`config.mk`:
```
export PLATFORM = sky130hd
export DESIGN_NAME = ex_muldiv_seq
export DESIGN_NICKNAME = d
export VERILOG_FILES = /design/src/rtl/ex_muldiv_seq.sv
export SDC_FILE = /design/constraint.sdc
export NUM_CORES = 1
export LEC_CHECK = 0
export ABC_AREA = 0
export CAP_MARGIN = 10
export CORE_UTILIZATION = 50
export CTS_CLUSTER_SIZE = 10
export DETAILED_ROUTE_END_ITERATION = 6
export PLACE_DENSITY_LB_ADDON = 0.15
export SETUP_SLACK_MARGIN = 0.05
export SYNTH_ARGS = -nofsm -noshare
export SYNTH_HDL_FRONTEND = slang
export SYNTH_SLANG_ARGS = --single-unit
```
`constraint.sdc`:
```
create_clock -name CLK -period 3.9 [get_ports CLK]
set_input_delay 0.39 -clock CLK [delete_from_list [all_inputs] [get_ports CLK]]
set_output_delay 0.39 -clock CLK [all_outputs]
set_load 0.05 [all_outputs]
```
`src/rtl/ex_muldiv_seq.sv`:
```
// Iterative RV32M unsigned multiply/divide unit beside the EX-stage ALU.
// Shift-add multiply and restoring divide, one iteration per enabled cycle.
module ex_muldiv_seq #(
  parameter int XLEN  = 32,
  parameter int CNT_W = 6
) (
  input  logic            CLK,
  input  logic            RST,
  input  logic            EN,
  input  logic            flush_i,
  input  logic            start_i,
  input  logic [1:0]      op_i,
  input  logic [XLEN-1:0] op1_i,
  input  logic [XLEN-1:0] op2_i,
  output logic            busy_o,
  output logic            stall_o,
  output logic            valid_o,
  output logic [XLEN-1:0] result_o
);

  typedef enum logic [1:0] {
    IDLE = 2'd0,
    RUN  = 2'd1,
    DONE = 2'd2
  } state_e;

  localparam logic [CNT_W-1:0] CNT_INIT = CNT_W'(XLEN - 1);

  state_e          state_q;
  logic [CNT_W-1:0] cnt_q;
  logic [1:0]      op_q;
  logic [XLEN-1:0] acc_q;
  logic [XLEN-1:0] work_q;
  logic [XLEN-1:0] opnd_q;
  logic [XLEN-1:0] result_q;
  logic            busy_q;
  logic            valid_q;

  logic                   accept;
  logic                   div_zero;
  logic [XLEN:0]          mul_sum;
  logic [XLEN-1:0]        mul_acc_d;
  logic [XLEN-1:0]        mul_work_d;
  logic [XLEN:0]          rem_sh;
  logic signed [XLEN+1:0] trial;
  logic                   div_ge;
  logic [XLEN-1:0]        div_acc_d;
  logic [XLEN-1:0]        div_work_d;
  logic [XLEN-1:0]        acc_d;
  logic [XLEN-1:0]        work_d;
  logic [XLEN-1:0]        fin_result;
  logic                   unused_trial_bit;

  // acc holds product-high / remainder, work holds multiplier-low / quotient,
  // opnd holds multiplicand / divisor for the whole operation.
  always_comb begin
    accept   = (state_q == IDLE) && start_i && !flush_i;
    div_zero = op_i[1] && (op2_i == '0);

    mul_sum    = {1'b0, acc_q} + (work_q[0] ? {1'b0, opnd_q} : '0);
    mul_acc_d  = mul_sum[XLEN:1];
    mul_work_d = {mul_sum[0], work_q[XLEN-1:1]};

    rem_sh     = {acc_q, work_q[XLEN-1]};
    trial      = $signed({1'b0, rem_sh}) - $signed({2'b00, opnd_q});
    div_ge     = !trial[XLEN+1];
    div_acc_d  = div_ge ? trial[XLEN-1:0] : rem_sh[XLEN-1:0];
    div_work_d = {work_q[XLEN-2:0], div_ge};

    acc_d  = op_q[1] ? div_acc_d  : mul_acc_d;
    work_d = op_q[1] ? div_work_d : mul_work_d;
    // op[0] selects the high half (MULHU) or remainder (REMU)
    fin_result = op_q[0] ? acc_d : work_d;

    stall_o = accept || ((state_q == RUN) && !flush_i);
  end

  // A non-negative trial implies its bit XLEN is clear, so only the low bits are kept.
  assign unused_trial_bit = trial[XLEN];

  always_ff @(posedge CLK or posedge RST) begin
    if (RST) begin
      state_q  <= IDLE;
      cnt_q    <= '0;
      op_q     <= '0;
      acc_q    <= '0;
      work_q   <= '0;
      opnd_q   <= '0;
      result_q <= '0;
      busy_q   <= 1'b0;
      valid_q  <= 1'b0;
    end else if (EN) begin
      if (flush_i) begin
        state_q <= IDLE;
        busy_q  <= 1'b0;
        valid_q <= 1'b0;
      end else begin
        case (state_q)
          IDLE: begin
            if (start_i) begin
              op_q   <= op_i;
              cnt_q  <= CNT_INIT;
              acc_q  <= '0;
              work_q <= op_i[1] ? op1_i : op2_i;
              opnd_q <= op_i[1] ? op2_i : op1_i;
              busy_q <= 1'b1;
              if (div_zero) begin
                state_q  <= DONE;
                valid_q  <= 1'b1;
                result_q <= op_i[0] ? op1_i : '1;
              end else begin
                state_q <= RUN;
                valid_q <= 1'b0;
              end
            end
          end
          RUN: begin
            acc_q  <= acc_d;
            work_q <= work_d;
            if (cnt_q == '0) begin
              state_q  <= DONE;
              valid_q  <= 1'b1;
              result_q <= fin_result;
            end else begin
              cnt_q <= cnt_q - 1'b1;
            end
          end
          DONE: begin
            // The instruction is still in EX this cycle; start_i must not re-trigger.
            state_q <= IDLE;
            busy_q  <= 1'b0;
            valid_q <= 1'b0;
          end
          default: begin
            state_q <= IDLE;
            busy_q  <= 1'b0;
            valid_q <= 1'b0;
          end
        endcase
      end
    end
  end

  assign busy_o   = busy_q;
  assign valid_o  = valid_q;
  assign result_o = result_q;

endmodule

```
After elaboration in Yosys (flattened, before gate mapping)

Index checks and enable logic that the tools add are counted.

Register bits: 140
Input bits: 71
Word-level logic and storage cells: 70
Output and inout port bits: 35

Eq/ne operators: 8
Reductions and logical operators: 17
Mux-type cells: 32
Bitwise logic cells: 1
$add $sub $neg: 3

Operators by type and width:

| operator                                             | number |
|---|---|
| two-way mux 32 bit                                   | 13 |
| one-hot mux 32 bit (2 select lines)                  | 3 |
| subtractor 33 x 32 -> 34 bit                         | 1 |
| adder 32 x 32 -> 33 bit                              | 1 |
| logical NOT 32 bit                                   | 1 |
| two-way mux 6 bit                                    | 2 |
| one-hot mux 6 bit (2 select lines)                   | 1 |
| two-way mux 2 bit                                    | 4 |
| != test 2 bit (second input constant)                | 4 |
| AND reduction 4 bit                                  | 2 |
| logical NOT 6 bit                                    | 1 |
| two-way mux 1 bit                                    | 6 |
| AND reduction 3 bit                                  | 2 |
| AND reduction 6 bit                                  | 1 |
| subtractor 6 x 1 -> 6 bit (second input constant)    | 1 |
| AND reduction 5 bit                                  | 1 |
| logical AND 1 bit                                    | 4 |
| one-hot mux 1 bit (2 select lines)                   | 2 |
| one-hot mux 2 bit (2 select lines)                   | 1 |
| != test 3 x 2 -> 1 bit (second input constant)       | 1 |
| != test 3 bit (second input constant)                | 1 |
| equality test 2 x 1 -> 1 bit (second input constant) | 1 |
| logical NOT 1 bit                                    | 2 |
| logical NOT 2 bit                                    | 1 |
| other kinds (4)                                      | 4 |

Depth between registers and ports, before layout

Word-level depth: 6
Gate-level depth with buffers: 14
Depth with buffers taken out: 12

Least setup slack after synthesis

Ideal clock, no wire load.

Kind: reg-to-reg
Start: register work_q[0]
End: register acc_q[25]
Data required time: 3.779 ns
Arrival time: 3.173 ns
Setup time: 0.121 ns
Slack: 0.606 ns
Period minus slack after synthesis: 3.294 ns
Cell stages (with the launch flop): 15
Buffers on the path: 2
Cells stage by stage: dfrtp_1 clkbuf_1 and2_1 ha_1 fa_1 a211oi_1 o21ai_0 o21ai_0 nand3_1 a21bo_2 buf_2 a311oi_1 xnor2_1 a22oi_1 a22o_1

Word-level cells in the longest chain between the ends: 4

Ends and longest elaborated chain:

| item                                | line | RTL |
|---|---|---|
| start, declared                     | 33   | `logic [XLEN-1:0] work_q;` |
| start signal, assigned              | 104  | `work_q <= op_i[1] ? op1_i : op2_i;` |
| start signal, assigned              | 119  | `work_q <= work_d;` |
| two-way mux 32 bit                  | 60   | `mul_sum = {1'b0, acc_q} + (work_q[0] ? {1'b0, opnd_q} : '0);` |
| adder 32 x 32 -> 33 bit             | 60   |  |
| two-way mux 32 bit                  | 70   | `acc_d = op_q[1] ? div_acc_d : mul_acc_d;` |
| one-hot mux 32 bit (2 select lines) | 98   | `case (state_q)` |
| end signal, assigned                | 86   | `acc_q <= '0;` |
| end signal, assigned                | 103  | `acc_q <= '0;` |
| end signal, assigned                | 118  | `acc_q <= acc_d;` |
| end, declared                       | 32   | `logic [XLEN-1:0] acc_q;` |

No other way between the ends.
A chain may end at the register's enable or synchronous reset.

Worst setup path in the final report

Start: register acc_q[3]
End: register result_q[22] (netlist: result_o[22])

Word-level cells in the longest chain between the ends: 6
Elaborated cells on any way between the ends: 7
Classes of those cells: add/sub: 2; mux: 5

Ends and longest elaborated chain:

| item                                    | line | RTL |
|---|---|---|
| subtractor 33 x 32 -> 34 bit            | 65   | `trial = $signed({1'b0, rem_sh}) - $signed({2'b00, opnd_q});` |
| two-way mux 32 bit                      | 67   | `div_acc_d = div_ge ? trial[XLEN-1:0] : rem_sh[XLEN-1:0];` |
| two-way mux 32 bit (*)                  | 70   |  |
| two-way mux 32 bit (*)                  | 73   | `fin_result = op_q[0] ? acc_d : work_d;` |
| two-way mux 32 bit (*)                  | 120  | `if (cnt_q == '0) begin` |
| one-hot mux 32 bit (2 select lines) (*) | 98   |  |
| end signal, assigned                    | 110  | `result_q <= op_i[0] ? op1_i : '1;` |
| end signal, assigned                    | 123  | `result_q <= fin_result;` |
| end, declared                           | 35   | `logic [XLEN-1:0] result_q;` |

Every way passes the cells marked *; elsewhere a longest branch is shown, timed or not. The select of a mux whose other input is x is not followed.

==> metrics.md <==
| Metric | Value |
|---|---|
| Clk sinks | approximately 140 |
| Die width | between 150 and 200 um |
| Vias in the first global route | 10170 |
| Routed wire length | between 30 and 40 mm |
| Compound-Gate Fraction of Synth Area | 24.89% |
| Iter 0 DRT Violations | about 1200 |
| Fin crit period | 3.647 ns |
| Asr flop ratio synth | 100.0% |
| Most frequent cells after synthesis | dfrtp_1 (139), nor2_1 (123), a21oi_1 (121) |
| Final Hold Vio Count | 0 |
| Antenna cells | 0 |
| Worst slew margin | about two fifths |
| TritonCTS Buffers | 17 |
| Setup slack after layout | ~0.25 ns |
| Pre-CTS setup slack | 0.2845 ns |
| Via-to-Cell Ratio | roughly 6.3 |
| Hold WC Path Type | input port to asynchronous set/reset pin |
| Yosys reg bits | ~140 |
| Die area | roughly 24000 um^2 |
| Pwr Density | around 700 nW/um^2 |
| Clk pin slew, worst setup/hold paths | 0.07 ns |
| Overflow after GRT | 0 |
| Adder-cell share of the synthesized area | 7.513% |
| IO Pins | between 100 and 150 |
| CP arrival | approximately 4.0 ns |
| Setup TNS | 0 ns |
| Fin cells | 1742 |
| Initial Util | 50.90% |
| Routability cong. | around 0.94 |
| # hold bufs at CTS | 0 |
| Post-synthesis mux area share | about 11% |
| Max Cap Violations | 0 |
| Seq/Total Area, Yosys | between 30 and 40% |
| Post-synth top area cell | dfrtp_1 |
| Mapped Nets | 1512 |
| Setup-failing EPs final | 0 |
| Largest net degree at the start of global routing | a little under 100 |
| Maximum buffer depth of the clock tree | 2 |
| Final Instance Area | between 10000 and 15000 um^2 |
| Crit path max fanout | 13 |
| Top_reg_cell synth | dfrtp_1 |
| Synth warnings | 0 |
| Wire length per cell | ~22 um |
| Gate Count Post-Synth | approximately 1400 |
| DRC violations left | 0 |
| Largest family of logic cells by synthesized area | compound AO/OA/AOI/OAI gates |
| Largest cells by area after synthesis | dfrtp_1 (30%), mux2i_1 (10%), ha_1 (7.2%) |
| CTS tree | built |
| Core area | 22640 um^2 |
| Area Growth Syn to Fin | 16.90% |
| Max Slew Vio Count | 0 |
| Die Span Y | around 150 um |
| Clock root cell | clkbuf_16 |
| Yosys cell types | between 70 and 80 |
| Final Cycle Share | between 90 and 100% |
| Layout cell share with drive strength beyond 1 | under 10% |
| GRT Overall Usage | between 30 and 40% |
| WS Path Type | register to register |
| P_leak | ~6.2 nW |
| H-tree depth | 4 |
| Setup Buffers After CTS | 0 |
| Top-area cell type share of the netlist area | roughly 30% |
| WP data required | ~4.3 ns |
| Post-cts sizing count | 0 |
| Placed cell area | between 10000 and 15000 um^2 |
| Initial antenna violation count | 0 |
| Placed insts | about 1700 |
| Synthesized area | ~12000 um^2 |
| Row count | between 50 and 60 |
| Achievable frequency | approximately 270 MHz |
| Number of port buffers | ~110 |
| CP startpoint kind | register |
| RSZ-0062 raised after global routing | no |
| Worst-Skew Late Latency | between 0.4 and 0.5 ns |
| Status | finished clean |
| EDFF count, synth | 0 |
| Global-route wire length before repair | between 50 and 60 mm |
| Routed Antenna Nets | 0 |
| Synth Area in XOR/XNOR | a little over 4% |
| Simple-gate share of the synthesized area | approximately 17% |
| Skew final | roughly 0.014 ns |
| Least-Margin Pin Slew | between 0.8 and 0.9 ns |
| Avg Inst Size Synth | 8.394 um^2 |
| CP Capture Type | register |
| Vias post-DR | about 11000 |
| Final HPWL DP | between 20 and 30 mm |
| Peak supply drop | ~0.00048 V |
| Most frequent cell after synthesis | dfrtp_1 |
| Pre-antenna DRT Iters | 5 |
| NumNets Final | roughly 1600 |
-- routing by layer --
metal  GRT usage [%]  wire length [um]  share of wire [%]
met1           50.58             18520                 49
met4           7.524               620                1.6
met5               0                 0                  0
met2           46.04             15540                 41
met3           5.299              3051                8.1
-- sequential cells by signal, indices dropped and copies added (netlist names) --
register,cells
result_o,32
op_q,2
state_q,2
acc_q,32
opnd_q,32
busy_o,1
cnt_q,6
work_q,32
-- cells in the final DEF (no fill, tap or decap), types with 32 or more instances in the layout --
cell type	Yosys	layout
inv_1	51	50
a21o_1	39	39
nor3_1	35	34
xnor2_1	34	34
nand2_1	113	113
and2_1	37	37
a21oi_1	121	121
clkdlybuf4s50_1	0	104
o21ai_0	59	59
buf_4	3	32
a221oi_1	34	34
dfrtp_1	139	138
nor2_1	123	122
mux2i_1	115	115
ha_1	66	66
-- kinds of logic after synthesis --
| family | Yosys count |
|---|---|
| compound gates | 429 |
| xor+xnor | 54 |
| fa+ha+maj | 68 |
| buf+inv | 135 |
| flops | 139 |
| mux | 126 |
| simple gates | 422 |
-- metrics by stage --
step / hold slack, ns / util [%] / power (W)
after floorplan: 0.4998 / - / 0.006097
after global placement: 0.4969 / 56.87 / 0.007631
after detailed placement: 0.5156 / 56.87 / 0.007644
after CTS: 0.2200 / 59.48 / 0.009345
after global routing: 0.2284 / 59.51 / 0.01006
final: 0.2224 / 59.51 / 0.009467
-- final timing paths --
check | slack [ns] | depth (start not counted) | end | start
max in group asynchronous | 2.86 | 3 | work_q[19] | RST
min reg2reg | 0.52 | 2 | result_o[29] | result_o[29]
min | 0.22 | 2 | cnt_q[4] | RST
max reg2reg | 0.25 | 11 | result_o[22] | acc_q[3]
min in group CLK | 0.52 | 2 | result_o[29] | result_o[29]
max | 0.25 | 11 | result_o[22] | acc_q[3]
-- power breakdown --
group	leakage (nW)	internal, W	switching [W]	total, W
sequential	1.68	0.00186	0.000603	0.00246
combinational	4.23	0.00211	0.00322	0.00534
clock	0.277	0.00101	0.000653	0.00167
total	6.19	0.00499	0.00448	0.00947
-- area by class of cell --
| type | count | area [um^2] |
|---|---|---|
| repair buffers | 138 | 1321 |
| clock inverters | 11 | 147.6 |
| clock buffers | 19 | 442.9 |
| multi-input cells | 1099 | 7527 |
| well taps | 285 | 356.6 |
| inverters | 51 | 195.2 |
| fillers | 2056 | 9168 |
| flip-flops and latches | 139 | 3482 |
-- critical path, cell delays in order (launching register included) --
cell and delay [ns]:
dfrtp_1 0.42, ha_1 0.38, a21o_1 0.21, a21o_1 0.21, a221oi_4 0.41, o32ai_2 0.19, a31oi_4 0.40, o21a_2 0.36
buf_4 0.28, nand2_1 0.08, a31oi_1 0.40, a221o_1 0.22
No activity file was read; power rests on OpenSTA's default activity.
